===== config.mk =====
export PLATFORM = sky130hd
export DESIGN_NAME = dvi_encoder_flat
export DESIGN_NICKNAME = d
export VERILOG_FILES = /design/src/rtl/dvi_pkg.sv /design/src/rtl/dvi_encoder_if.sv /design/src/rtl/tmds_encoder.sv /design/src/rtl/dvi_encoder.sv /design/src/flat_wrapper.sv
export SDC_FILE = /design/constraint.sdc
export NUM_CORES = 1
export LEC_CHECK = 0
export CAP_MARGIN = 0
export CORE_ASPECT_RATIO = 1.2
export CORE_MARGIN = 1
export CORE_UTILIZATION = 55
export CTS_CLUSTER_DIAMETER = 30
export DETAILED_ROUTE_END_ITERATION = 8
export GPL_ROUTABILITY_DRIVEN = 0
export PLACE_DENSITY = 0.78
export SLEW_MARGIN = 25
export SYNTH_ARGS = -nofsm -noshare
export SYNTH_HDL_FRONTEND = slang
export SYNTH_SLANG_ARGS = --single-unit

===== constraint.sdc =====
create_clock -name clk_pix -period 6.5 [get_ports clk_pix]
set_clock_uncertainty 0.15 [all_clocks]
set_input_delay 0.65 -clock clk_pix [delete_from_list [all_inputs] [get_ports clk_pix]]
set_output_delay 0.65 -clock clk_pix [all_outputs]
set_load 0.02 [all_outputs]

===== src/rtl/dvi_pkg.sv =====
// Shared types and constants for the three-channel DVI TMDS encoder.
package dvi_pkg;

    typedef logic [9:0] tmds_sym_t;

    localparam tmds_sym_t TMDS_CTRL_00 = 10'b1101010100;
    localparam tmds_sym_t TMDS_CTRL_01 = 10'b0010101011;
    localparam tmds_sym_t TMDS_CTRL_10 = 10'b0101010100;
    localparam tmds_sym_t TMDS_CTRL_11 = 10'b1010101011;

    localparam int unsigned DispBound = 8;

    // Stage-1 payload handed to the DC-balancing stage.
    typedef struct packed {
        logic       de;
        logic       c1;
        logic       c0;
        logic [8:0] q_m;
        logic [3:0] n1;
        logic [3:0] n0;
    } tmds_stage_t;

    function automatic tmds_sym_t ctrl_token(input logic c1, input logic c0);
        tmds_sym_t tok;
        case ({c1, c0})
            2'b00:   tok = TMDS_CTRL_00;
            2'b01:   tok = TMDS_CTRL_01;
            2'b10:   tok = TMDS_CTRL_10;
            default: tok = TMDS_CTRL_11;
        endcase
        return tok;
    endfunction

endpackage


===== src/rtl/dvi_encoder_if.sv =====
// Pixel/timing inputs and TMDS symbol outputs of the DVI encoder.
interface dvi_encoder_if;
    import dvi_pkg::*;

    logic      de;
    logic      hsync;
    logic      vsync;
    logic [7:0] r;
    logic [7:0] g;
    logic [7:0] b;
    tmds_sym_t tmds_ch0;
    tmds_sym_t tmds_ch1;
    tmds_sym_t tmds_ch2;
    logic      disp_err;

    modport master (
        output de, hsync, vsync, r, g, b,
        input  tmds_ch0, tmds_ch1, tmds_ch2, disp_err
    );

    modport slave (
        input  de, hsync, vsync, r, g, b,
        output tmds_ch0, tmds_ch1, tmds_ch2, disp_err
    );

endinterface


===== src/rtl/tmds_encoder.sv =====
// Single-channel two-stage TMDS encoder with running disparity.
// Optional disparity bound check built only with DVI_DISP_CHECK_EN.
module tmds_encoder
    import dvi_pkg::*;
#(
    parameter int unsigned DISPW = 6
) (
    input  logic       clk_pix,
    input  logic       rst_pix,
    input  logic       de,
    input  logic       c0,
    input  logic       c1,
    input  logic [7:0] d,
    output tmds_sym_t  sym
`ifdef DVI_DISP_CHECK_EN
    ,
    output logic       err
`endif
);

    tmds_stage_t s1_d, s1_q;
    logic [3:0]  d_ones;
    logic [3:0]  qm_ones;
    logic        use_xnor;
    logic [8:0]  q_m;

    always_comb begin
        d_ones = '0;
        for (int i = 0; i < 8; i++) begin
            d_ones = d_ones + 4'(d[i]);
        end
        use_xnor = (d_ones > 4'd4) || ((d_ones == 4'd4) && !d[0]);

        q_m    = '0;
        q_m[0] = d[0];
        for (int i = 1; i < 8; i++) begin
            q_m[i] = use_xnor ? ~(q_m[i-1] ^ d[i]) : (q_m[i-1] ^ d[i]);
        end
        q_m[8] = ~use_xnor;

        qm_ones = '0;
        for (int i = 0; i < 8; i++) begin
            qm_ones = qm_ones + 4'(q_m[i]);
        end

        s1_d.de  = de;
        s1_d.c1  = c1;
        s1_d.c0  = c0;
        s1_d.q_m = q_m;
        s1_d.n1  = qm_ones;
        s1_d.n0  = 4'd8 - qm_ones;
    end

    logic signed [DISPW-1:0] cnt_q, cnt_d;
    logic signed [DISPW-1:0] n1_s, n0_s, two_q8, two_nq8;
    logic                    cnt_pos, cnt_neg;
    tmds_sym_t               sym_d, sym_q;

    always_comb begin
        n1_s    = $signed(DISPW'(s1_q.n1));
        n0_s    = $signed(DISPW'(s1_q.n0));
        two_q8  = s1_q.q_m[8] ? DISPW'(2) : '0;
        two_nq8 = s1_q.q_m[8] ? '0 : DISPW'(2);
        cnt_neg = cnt_q[DISPW-1];
        cnt_pos = !cnt_q[DISPW-1] && (cnt_q != '0);
        sym_d   = TMDS_CTRL_00;
        cnt_d   = cnt_q;

        if (!s1_q.de) begin
            // Blanking always restarts DC balance from zero.
            sym_d = ctrl_token(s1_q.c1, s1_q.c0);
            cnt_d = '0;
        end else if ((cnt_q == '0) || (s1_q.n1 == s1_q.n0)) begin
            sym_d = {~s1_q.q_m[8], s1_q.q_m[8],
                     s1_q.q_m[8] ? s1_q.q_m[7:0] : ~s1_q.q_m[7:0]};
            cnt_d = s1_q.q_m[8] ? (cnt_q + n1_s - n0_s) : (cnt_q + n0_s - n1_s);
        end else if ((cnt_pos && (s1_q.n1 > s1_q.n0)) || (cnt_neg && (s1_q.n0 > s1_q.n1))) begin
            sym_d = {1'b1, s1_q.q_m[8], ~s1_q.q_m[7:0]};
            cnt_d = cnt_q + two_q8 + n0_s - n1_s;
        end else begin
            sym_d = {1'b0, s1_q.q_m[8], s1_q.q_m[7:0]};
            cnt_d = cnt_q - two_nq8 + n1_s - n0_s;
        end
    end

    always_ff @(posedge clk_pix) begin
        if (rst_pix) begin
            s1_q  <= '0;
            cnt_q <= '0;
            sym_q <= TMDS_CTRL_00;
        end else begin
            s1_q  <= s1_d;
            cnt_q <= cnt_d;
            sym_q <= sym_d;
        end
    end

    assign sym = sym_q;

`ifdef DVI_DISP_CHECK_EN
    localparam logic signed [DISPW-1:0] BoundPos = DISPW'(DispBound);
    localparam logic signed [DISPW-1:0] BoundNeg = -BoundPos;

    logic err_q;

    always_ff @(posedge clk_pix) begin
        if (rst_pix) begin
            err_q <= 1'b0;
        end else if ((cnt_d > BoundPos) || (cnt_d < BoundNeg)) begin
            err_q <= 1'b1;
        end
    end

    assign err = err_q;
`endif

endmodule


===== src/rtl/dvi_encoder.sv =====
// Three-channel DVI TMDS encoder, two-cycle latency, one symbol per channel per clock.
// Define DVI_DISP_CHECK_EN to build the sticky running-disparity bound check.
module dvi_encoder
    import dvi_pkg::*;
#(
    parameter int unsigned DISPW = 6
) (
    input logic          clk_pix,
    input logic          rst_pix,
    dvi_encoder_if.slave bus
);

`ifdef DVI_DISP_CHECK_EN
    logic err_ch0, err_ch1, err_ch2;
`endif

    // Syncs ride on the blue channel only.
    tmds_encoder #(.DISPW(DISPW)) u_enc_b (
        .clk_pix (clk_pix),
        .rst_pix (rst_pix),
        .de      (bus.de),
        .c0      (bus.hsync),
        .c1      (bus.vsync),
        .d       (bus.b),
        .sym     (bus.tmds_ch0)
`ifdef DVI_DISP_CHECK_EN
        ,
        .err     (err_ch0)
`endif
    );

    tmds_encoder #(.DISPW(DISPW)) u_enc_g (
        .clk_pix (clk_pix),
        .rst_pix (rst_pix),
        .de      (bus.de),
        .c0      (1'b0),
        .c1      (1'b0),
        .d       (bus.g),
        .sym     (bus.tmds_ch1)
`ifdef DVI_DISP_CHECK_EN
        ,
        .err     (err_ch1)
`endif
    );

    tmds_encoder #(.DISPW(DISPW)) u_enc_r (
        .clk_pix (clk_pix),
        .rst_pix (rst_pix),
        .de      (bus.de),
        .c0      (1'b0),
        .c1      (1'b0),
        .d       (bus.r),
        .sym     (bus.tmds_ch2)
`ifdef DVI_DISP_CHECK_EN
        ,
        .err     (err_ch2)
`endif
    );

`ifdef DVI_DISP_CHECK_EN
    assign bus.disp_err = err_ch0 | err_ch1 | err_ch2;
`else
    assign bus.disp_err = 1'b0;
`endif

endmodule


===== src/flat_wrapper.sv =====
// flat-port wrapper written by rule: the top's interface ports become plain ports
module dvi_encoder_flat import dvi_pkg::*;
#(
    parameter int unsigned DISPW = 6
)
  (clk_pix, rst_pix, bus_de, bus_hsync, bus_vsync, bus_r, bus_g, bus_b, bus_tmds_ch0, bus_tmds_ch1, bus_tmds_ch2, bus_disp_err);
  dvi_encoder_if bus_i ();
  input logic clk_pix;
  input logic rst_pix;
  input wire logic [$bits(bus_i.de)-1:0] bus_de;
  input wire logic [$bits(bus_i.hsync)-1:0] bus_hsync;
  input wire logic [$bits(bus_i.vsync)-1:0] bus_vsync;
  input wire logic [$bits(bus_i.r)-1:0] bus_r;
  input wire logic [$bits(bus_i.g)-1:0] bus_g;
  input wire logic [$bits(bus_i.b)-1:0] bus_b;
  output wire logic [$bits(bus_i.tmds_ch0)-1:0] bus_tmds_ch0;
  output wire logic [$bits(bus_i.tmds_ch1)-1:0] bus_tmds_ch1;
  output wire logic [$bits(bus_i.tmds_ch2)-1:0] bus_tmds_ch2;
  output wire logic [$bits(bus_i.disp_err)-1:0] bus_disp_err;
  assign bus_i.de = bus_de;
  assign bus_i.hsync = bus_hsync;
  assign bus_i.vsync = bus_vsync;
  assign bus_i.r = bus_r;
  assign bus_i.g = bus_g;
  assign bus_i.b = bus_b;
  assign bus_tmds_ch0 = bus_i.tmds_ch0;
  assign bus_tmds_ch1 = bus_i.tmds_ch1;
  assign bus_tmds_ch2 = bus_i.tmds_ch2;
  assign bus_disp_err = bus_i.disp_err;
  dvi_encoder #(.DISPW(DISPW)) u_core (.clk_pix(clk_pix), .rst_pix(rst_pix), .bus(bus_i));
endmodule

==> results of run 1 <==
==> what timing repair did <==
action	in CTS	in global routing
buffers inserted	3	2
resized for setup	35	26
setup endpoints to repair	13	13
pin swaps	38	37
==> metrics by stage <==
step | instances | setup TNS (ns) | hold WS (ns)
floorplan | 915 | 0 | 0.288
global placement | 1206 | -5.50 | 0.301
detailed placement | 1206 | -8.52 | 0.299
CTS | 1225 | 0 | 0.324
global route | 1227 | -0.102 | 0.350
finish | 1227 | 0 | 0.329
==> Yosys cell counts (2+ instances only) <==
| cell type | count |
|---|---|
| sky130_fd_sc_hd__nand3_1 | 6 |
| sky130_fd_sc_hd__nor2_1 | 65 |
| sky130_fd_sc_hd__a22oi_1 | 2 |
| sky130_fd_sc_hd__nor4_1 | 3 |
| sky130_fd_sc_hd__dfxtp_1 | 99 |
| sky130_fd_sc_hd__xor2_1 | 36 |
| sky130_fd_sc_hd__mux2i_1 | 17 |
| sky130_fd_sc_hd__and3_1 | 6 |
| sky130_fd_sc_hd__a21oi_1 | 57 |
| sky130_fd_sc_hd__inv_1 | 180 |
| sky130_fd_sc_hd__nor2b_1 | 18 |
| sky130_fd_sc_hd__and2_1 | 2 |
| sky130_fd_sc_hd__nand2_1 | 27 |
| sky130_fd_sc_hd__buf_2 | 3 |
| sky130_fd_sc_hd__xor2_2 | 2 |
| sky130_fd_sc_hd__clkbuf_1 | 14 |
| sky130_fd_sc_hd__o21a_1 | 3 |
| sky130_fd_sc_hd__o21ai_0 | 32 |
| sky130_fd_sc_hd__nand4b_1 | 5 |
| sky130_fd_sc_hd__a31oi_1 | 8 |
| sky130_fd_sc_hd__a21o_1 | 21 |
| sky130_fd_sc_hd__ha_1 | 104 |
| sky130_fd_sc_hd__nor3b_1 | 6 |
| sky130_fd_sc_hd__a211oi_1 | 5 |
| sky130_fd_sc_hd__o21bai_1 | 4 |
| sky130_fd_sc_hd__fa_1 | 71 |
| sky130_fd_sc_hd__nand2b_1 | 4 |
| sky130_fd_sc_hd__a21boi_0 | 3 |
| sky130_fd_sc_hd__xnor2_1 | 66 |
| sky130_fd_sc_hd__mux2_2 | 11 |
| sky130_fd_sc_hd__o22ai_1 | 3 |
| sky130_fd_sc_hd__nor3_1 | 3 |
| sky130_fd_sc_hd__a311oi_1 | 4 |
| sky130_fd_sc_hd__a31o_2 | 2 |
| sky130_fd_sc_hd__xnor2_2 | 7 |
==> sequential cells by signal, summed over array words and instances, names as in the netlist <==
signal / flops
u_core.u_enc_b.s1_q: 11
u_core.u_enc_b.sym: 10
u_core.u_enc_g.s1_q: 10
u_core.u_enc_g.sym: 10
u_core.u_enc_r.sym: 10
u_core.u_enc_r.s1_q: 9
u_core.u_enc_b.cnt_q: 6
u_core.u_enc_g.cnt_q: 6
u_core.u_enc_r.cnt_q: 6
u_core.u_enc_b.n1_s: 4
u_core.u_enc_g.n1_s: 4
u_core.u_enc_r.n1_s: 4
u_core.u_enc_b.n0_s: 3
u_core.u_enc_g.n0_s: 3
u_core.u_enc_r.n0_s: 3
==> worst max path at each step <==
stage	start	end	slack, ns	cells past startpoint
CTS	bus_r[3]	u_core.u_enc_r.n0_s[1]	0.002	21
detailed placement	bus_g[0]	u_core.u_enc_g.n0_s[2]	-0.70	22
finish	bus_b[1]	u_core.u_enc_b.n0_s[3]	0.17	24
global route	bus_b[1]	u_core.u_enc_b.n0_s[3]	-0.09	24
global placement	bus_g[0]	u_core.u_enc_g.n0_s[2]	-0.51	22
floorplan	bus_r[0]	u_core.u_enc_r.n0_s[1]	0.01	20
==> kinds of logic after synthesis <==
family,count (synthesis)
adders and majority gates,175
muxes,28
DFF,99
buffers and inverters,199
and+or+nand+nor,148
other,1
xor gates and xnor gates,113
AOI/OAI and AO/OA,152
==> metal layers <==
metal / up-vias / track usage (%) / wire length [µm]
met2: 102 / 41.6 / 9120
met4: 0 / 7.66 / 318
met1: 2932 / 27.3 / 7220
met3: 24 / 2.98 / 450
met5: - / 0 / 0
li1: 3123 / - / -
==> critical path: cells and delay by family <==
kind,cells,cell delay (ns)
multiplexers,1,0.26
buffers and inverters,5,0.24
AO/OA/AOI/OAI,3,0.49
adder cells (fa/ha/maj),10,4.23
XOR/XNOR,1,0.23
AND/OR/NAND/NOR,4,0.31
==> area by class of cell <==
cell class,instances,share of cell area (%)
Inverter,180,6.71
Sequential cell,99,19.7
Tap cell,204,2.54
Clock inverter,7,1.06
Clock buffer,9,2.24
Timing Repair Buffer,111,9.37
Multi-Input combinational cell,617,58.4
==> flow_summary.ini, run 1 <==
[worst_setup_path]
cp-start-kind = input pin
critical_path_arrival_ns = 6.39
cp.required_ns = 6.56
crit_path_end_kind = flip-flop
worstRegToRegCells = 13
worstPathMaxFanout = 3
cpPeakStageDelay_ns = 0.54
crit_path_top_delay_cell = sky130_fd_sc_hd__fa_1
crit_top_cell = sky130_fd_sc_hd__fa_1
critical_path_class = input pin to flip-flop
crit-reg2reg-capture = u_core.u_enc_b.cnt_q[5]
timing.rr.start = u_core.u_enc_b.s1_q[16]
series_of_cell_instances_along_the_critical_path = buf_6 -> inv_2 -> fa_1 -> fa_1 -> fa_1 -> inv_2 -> ha_4 -> fa_2 -> nor2_1 -> a21oi_1 -> a21oi_2 -> xor2_2 -> fa_1 -> fa_1 -> inv_1 -> fa_1 -> ha_2 -> inv_2 -> fa_1 -> nand2_2 -> nor2_2 -> mux2_4 -> a22oi_2 -> nor2_1
r2r_setup_slack_ns = 2.92

[timing]
timing.final.max_slew_violations = 0
rsz0062_at_grt = yes
hold_viol_final = 0
headroom_to_the_max_slew_limit_pct = 52.6
clock.fmax_ghz = 0.158
report.final.setup_viol = 0
tightest_slew_ns = 0.703
period_share_pct = 97.4
post-route-worst-setup-slack_ns = 0.168
layout_min_cycle_time_ns = 6.33

[route]
finalWirelength_um = 17100
drc = 0
detailedRoute.firstIterationViolations = 336
detail_route.first_pass.iterations = 5
routed_vias = 6181
detail_route.wl_per_cell_um = 13.9
drtAntennaViolNets = 0
route.detailed.vias_per_inst = 5.04

[cells_and_area]
area_growth_syn_to_layout_pct = 18.4
design_area_mm2 = 0.0101
layout.filler_cells = 1131
multi_input_comb_area_mm2 = 0.00588
diodes = 0
mostFrequentLayoutCell = sky130_fd_sc_hd__inv_1
drive_above_1_share_pct = 13.6
layout.area.seq_mm2 = 0.00198
most-common-layout-cells = 171 x sky130_fd_sc_hd__inv_1, 99 x sky130_fd_sc_hd__dfxtp_1, 97 x sky130_fd_sc_hd__ha_1
nNetsFinal = 1222
final_core_utilization_pct = 67.0

[yosys]
synth-async-reset-ratio_pct = 0
ys_seq_elements = 99
synth_compound_gate_area_share_pct = 11.1
postSynth.topFlopCell = sky130_fd_sc_hd__dfxtp_1
yosysTopAreaCellShare_pct = 23.3
syn-cell-area_mm2 = 0.00850
post_synth_main_area_contributors = sky130_fd_sc_hd__dfxtp_1 23%, sky130_fd_sc_hd__fa_1 17%, sky130_fd_sc_hd__ha_1 15%
syn-num-nets = 1119
postSynthCellCount = 915
synth-edff-count = 0
ys.warnings.count = 0
yosys.area_share.simple_pct = 8.30
yosys.area_share.adder_pct = 32.0
yosys.area_share.xor_xnor_pct = 12.8
main_combinational_cell_family_by_area_after_synthesis = adder cells
synth.lib_cells_used.distinct = 51
ys_seq_area_share_pct = 23.3
synth_area_leader_cell = sky130_fd_sc_hd__dfxtp_1
synthMuxAreaShare_pct = 3.46
syn_area_per_cell_um2 = 9.29

[global_route]
grt_pass1_vias = 6461
pin_count_of_the_biggest_net_entering_global_routing = 61
grtUsageTotal_pct = 22.9
number_of_antenna_violations_at_the_first_check_in_global_routing = 0
grt_first_pass_wirelength_um = 29000
grt.overflow.total = 0

[cts]
tritoncts.num_buffers = 9
tritoncts = yes
clkSinkCount = 99
cts.clk_slew.worst_paths_ns = 0.07
worstSkewPairLatency_ns = 0.34
cts_root_buf = sky130_fd_sc_hd__clkbuf_16
ctsLongestPathBuffers = 2
postCtsHoldBufs = 0
htree_num_levels = 3

[floorplan]
design.core.area_mm2 = 0.0150
initial_core_util_pct = 56.6
die_height_um = 138
placementRows = 49
dieArea_mm2 = 0.0160
number_of_top_level_pins = 60
chipWidth_um = 115

[job]
number_of_max_capacitance_violations_reported = 0

[min_path]
hold_path_start = u_core.u_enc_r.s1_q[14]
holdPathEnd = u_core.u_enc_r.sym[6]
hold_path_class = flip-flop to flip-flop
holdPathStages = 2

[placement]
post_dp_cell_area_mm2 = 0.00963
port-buffer-count = 58
dp_hpwl_um = 13700
detailedPlace.worstSlack_ns = -0.702

[run_status]
result_of_the_run = finished, final reports clean
Power of run 1 is not shown: default switching activity piles up to over one toggle a cycle in this logic, so the estimate is an artifact.
==> run 2: changes to the inputs <==
--- a/config.mk
+++ b/config.mk
@@ -13,7 +13,7 @@
 export DETAILED_ROUTE_END_ITERATION = 8
 export GPL_ROUTABILITY_DRIVEN = 0
 export PLACE_DENSITY = 0.78
-export SLEW_MARGIN = 25
+export SLEW_MARGIN = 10
 export SYNTH_ARGS = -nofsm -noshare
 export SYNTH_HDL_FRONTEND = slang
 export SYNTH_SLANG_ARGS = --single-unit
==> flow_summary.ini, run 2 (synthesis results as in run 1) <==
[worst_setup_path]
crit-reg2reg-capture = u_core.u_enc_b.cnt_q[5]
cp.required_ns = 6.55
crit_top_cell = sky130_fd_sc_hd__fa_1
crit_path_end_kind = flip-flop
timing.rr.start = u_core.u_enc_b.s1_q[16]
critical_path_class = input pin to flip-flop
worstSetupPathDepth = 24
cp-start-kind = input pin
cpPeakStageDelay_ns = 0.54
timing.critical_path.max_delay_family = adder cells
cp-endpoint = u_core.u_enc_b.n0_s[3]
r2r_setup_slack_ns = 2.92
critical_path_arrival_ns = 6.40
crit_path_top_delay_cell = sky130_fd_sc_hd__fa_1
series_of_cell_instances_along_the_critical_path = buf_6 -> inv_2 -> fa_1 -> fa_1 -> fa_1 -> inv_2 -> ha_4 -> fa_2 -> nor2_1 -> a21oi_1 -> a21oi_2 -> xor2_2 -> fa_1 -> fa_1 -> inv_1 -> fa_1 -> ha_2 -> inv_2 -> fa_1 -> nand2_2 -> nor2_2 -> mux2_4 -> a22oi_2 -> nor2_1
cp-startpoint = bus_b[1]
worstRegToRegCells = 13
critical_path_buf_inv_count = 5
worstPathMaxFanout = 3

[cts]
cts_root_buf = sky130_fd_sc_hd__clkbuf_16
cts.clk_slew.worst_paths_ns = 0.07
tritoncts = yes
tritoncts.num_buffers = 9
postCtsHoldBufs = 0
ctsLongestPathBuffers = 2
htree_num_levels = 3
clkSinkCount = 99
worstSkewPairLatency_ns = 0.34

[cells_and_area]
mostFrequentLayoutCell = sky130_fd_sc_hd__inv_1
drive_above_1_share_pct = 13.7
nNetsFinal = 1222
largest_reg_flops = 11
area_growth_syn_to_layout_pct = 18.4
layout.cells.non_filler = 1227
diodes = 0
largest-register = u_core.u_enc_b.s1_q
most-common-layout-cells = 171 x sky130_fd_sc_hd__inv_1, 99 x sky130_fd_sc_hd__dfxtp_1, 96 x sky130_fd_sc_hd__ha_1

[timing]
tightest_slew_ns = 1.07
layout_min_cycle_time_ns = 6.35
report.final.setup_viol = 0
headroom_to_the_max_slew_limit_pct = 28.6
rsz0062_at_grt = yes
timing.final.max_slew_violations = 0
period_share_pct = 97.7
hold_viol_final = 0
clock.fmax_ghz = 0.158

[job]
number_of_max_capacitance_violations_reported = 0

[route]
drc = 0
detail_route.first_pass.iterations = 5
drtAntennaViolNets = 0
route.detailed.vias_per_inst = 5.04
finalWirelength_um = 17100
detail_route.wl_per_cell_um = 13.9
detailedRoute.firstIterationViolations = 337
routed_vias = 6186

[floorplan]
placementRows = 49
dieArea_mm2 = 0.0160
initial_core_util_pct = 56.6
die_height_um = 138
chipWidth_um = 115
design.core.area_mm2 = 0.0150
number_of_top_level_pins = 60

[min_path]
hold_path_start = u_core.u_enc_r.s1_q[14]
hold_path_class = flip-flop to flip-flop

[global_route]
number_of_antenna_violations_at_the_first_check_in_global_routing = 0
grt_pass1_vias = 6461
grt_first_pass_wirelength_um = 29000
grtUsageTotal_pct = 22.9
grt.overflow.total = 0
pin_count_of_the_biggest_net_entering_global_routing = 61

[placement]
dp_hpwl_um = 13700
place_inst = 1206
port-buffer-count = 58

[run_status]
result_of_the_run = finished, final reports clean
run 2: cell count changes in the layout (fill, tap and decap cells not counted):
| cell | previous run | this run |
|---|---|---|
| sky130_fd_sc_hd__buf_4 | 54 | 53 |
| sky130_fd_sc_hd__ha_2 | 6 | 7 |
| sky130_fd_sc_hd__buf_2 | 1 | 2 |
| sky130_fd_sc_hd__ha_1 | 97 | 96 |
run 2: timing repair:
item / 4_1_cts / 5_1_grt
endpoints found under the setup margin: 13 / 13
setup buffers: 3 / 2
resized for setup: 35 / 27
pin swaps: 38 / 38
run 2: area by class of cell:
cell class,instances,area [µm²]
clock buffers,9,225
clock inverters,7,106
fillers,1131,4960
inverters,180,676
multi-input cells,617,5880
flip-flops and latches,99,1980
well taps,204,255
repair buffers,111,941
run 2: worst min path at each step:
stage | cells past startpoint | slack (ns) | endpoint
after floorplan | 2 | 0.29 | u_core.u_enc_g.sym[2]
after detailed placement | 2 | 0.30 | u_core.u_enc_g.sym[6]
final | 2 | 0.33 | u_core.u_enc_r.sym[6]
after CTS | 2 | 0.32 | u_core.u_enc_r.sym[6]
after global placement | 2 | 0.30 | u_core.u_enc_g.sym[2]
after global routing | 2 | 0.35 | u_core.u_enc_g.sym[2]
run 2: worst min-delay path, cell delays in order (launching register included):
cell                      delay [ns]
sky130_fd_sc_hd__dfxtp_1        0.33
sky130_fd_sc_hd__xor2_1         0.07
sky130_fd_sc_hd__nand2_1        0.06
run 2: layer usage:
layer  GRT usage (%)  part of all wire, %  vias to the layer above
met5               0                    0                        -
met4            7.66                  2.0                        0
met3            2.98                  2.3                       26
met2            41.6                   53                       99
met1            27.3                   42                     2938
li1                -                    -                     3123
run 2: through the flow:
stage	setup WS, ns	utilization (%)	hold slack (ns)	cell area (µm²)	TNS (ns)
2_1_floorplan	0.0107	-	0.288	8520	0
3_3_place_gp	-0.514	64.1	0.301	9630	-5.50
3_5_place_dp	-0.702	64.1	0.299	9630	-8.52
4_1_cts	0.00218	66.7	0.324	10000	0
5_1_grt	-0.113	67.0	0.350	10100	-0.120
6_report	0.151	67.0	0.330	10100	0
Power of run 2 is left out for the same reason.
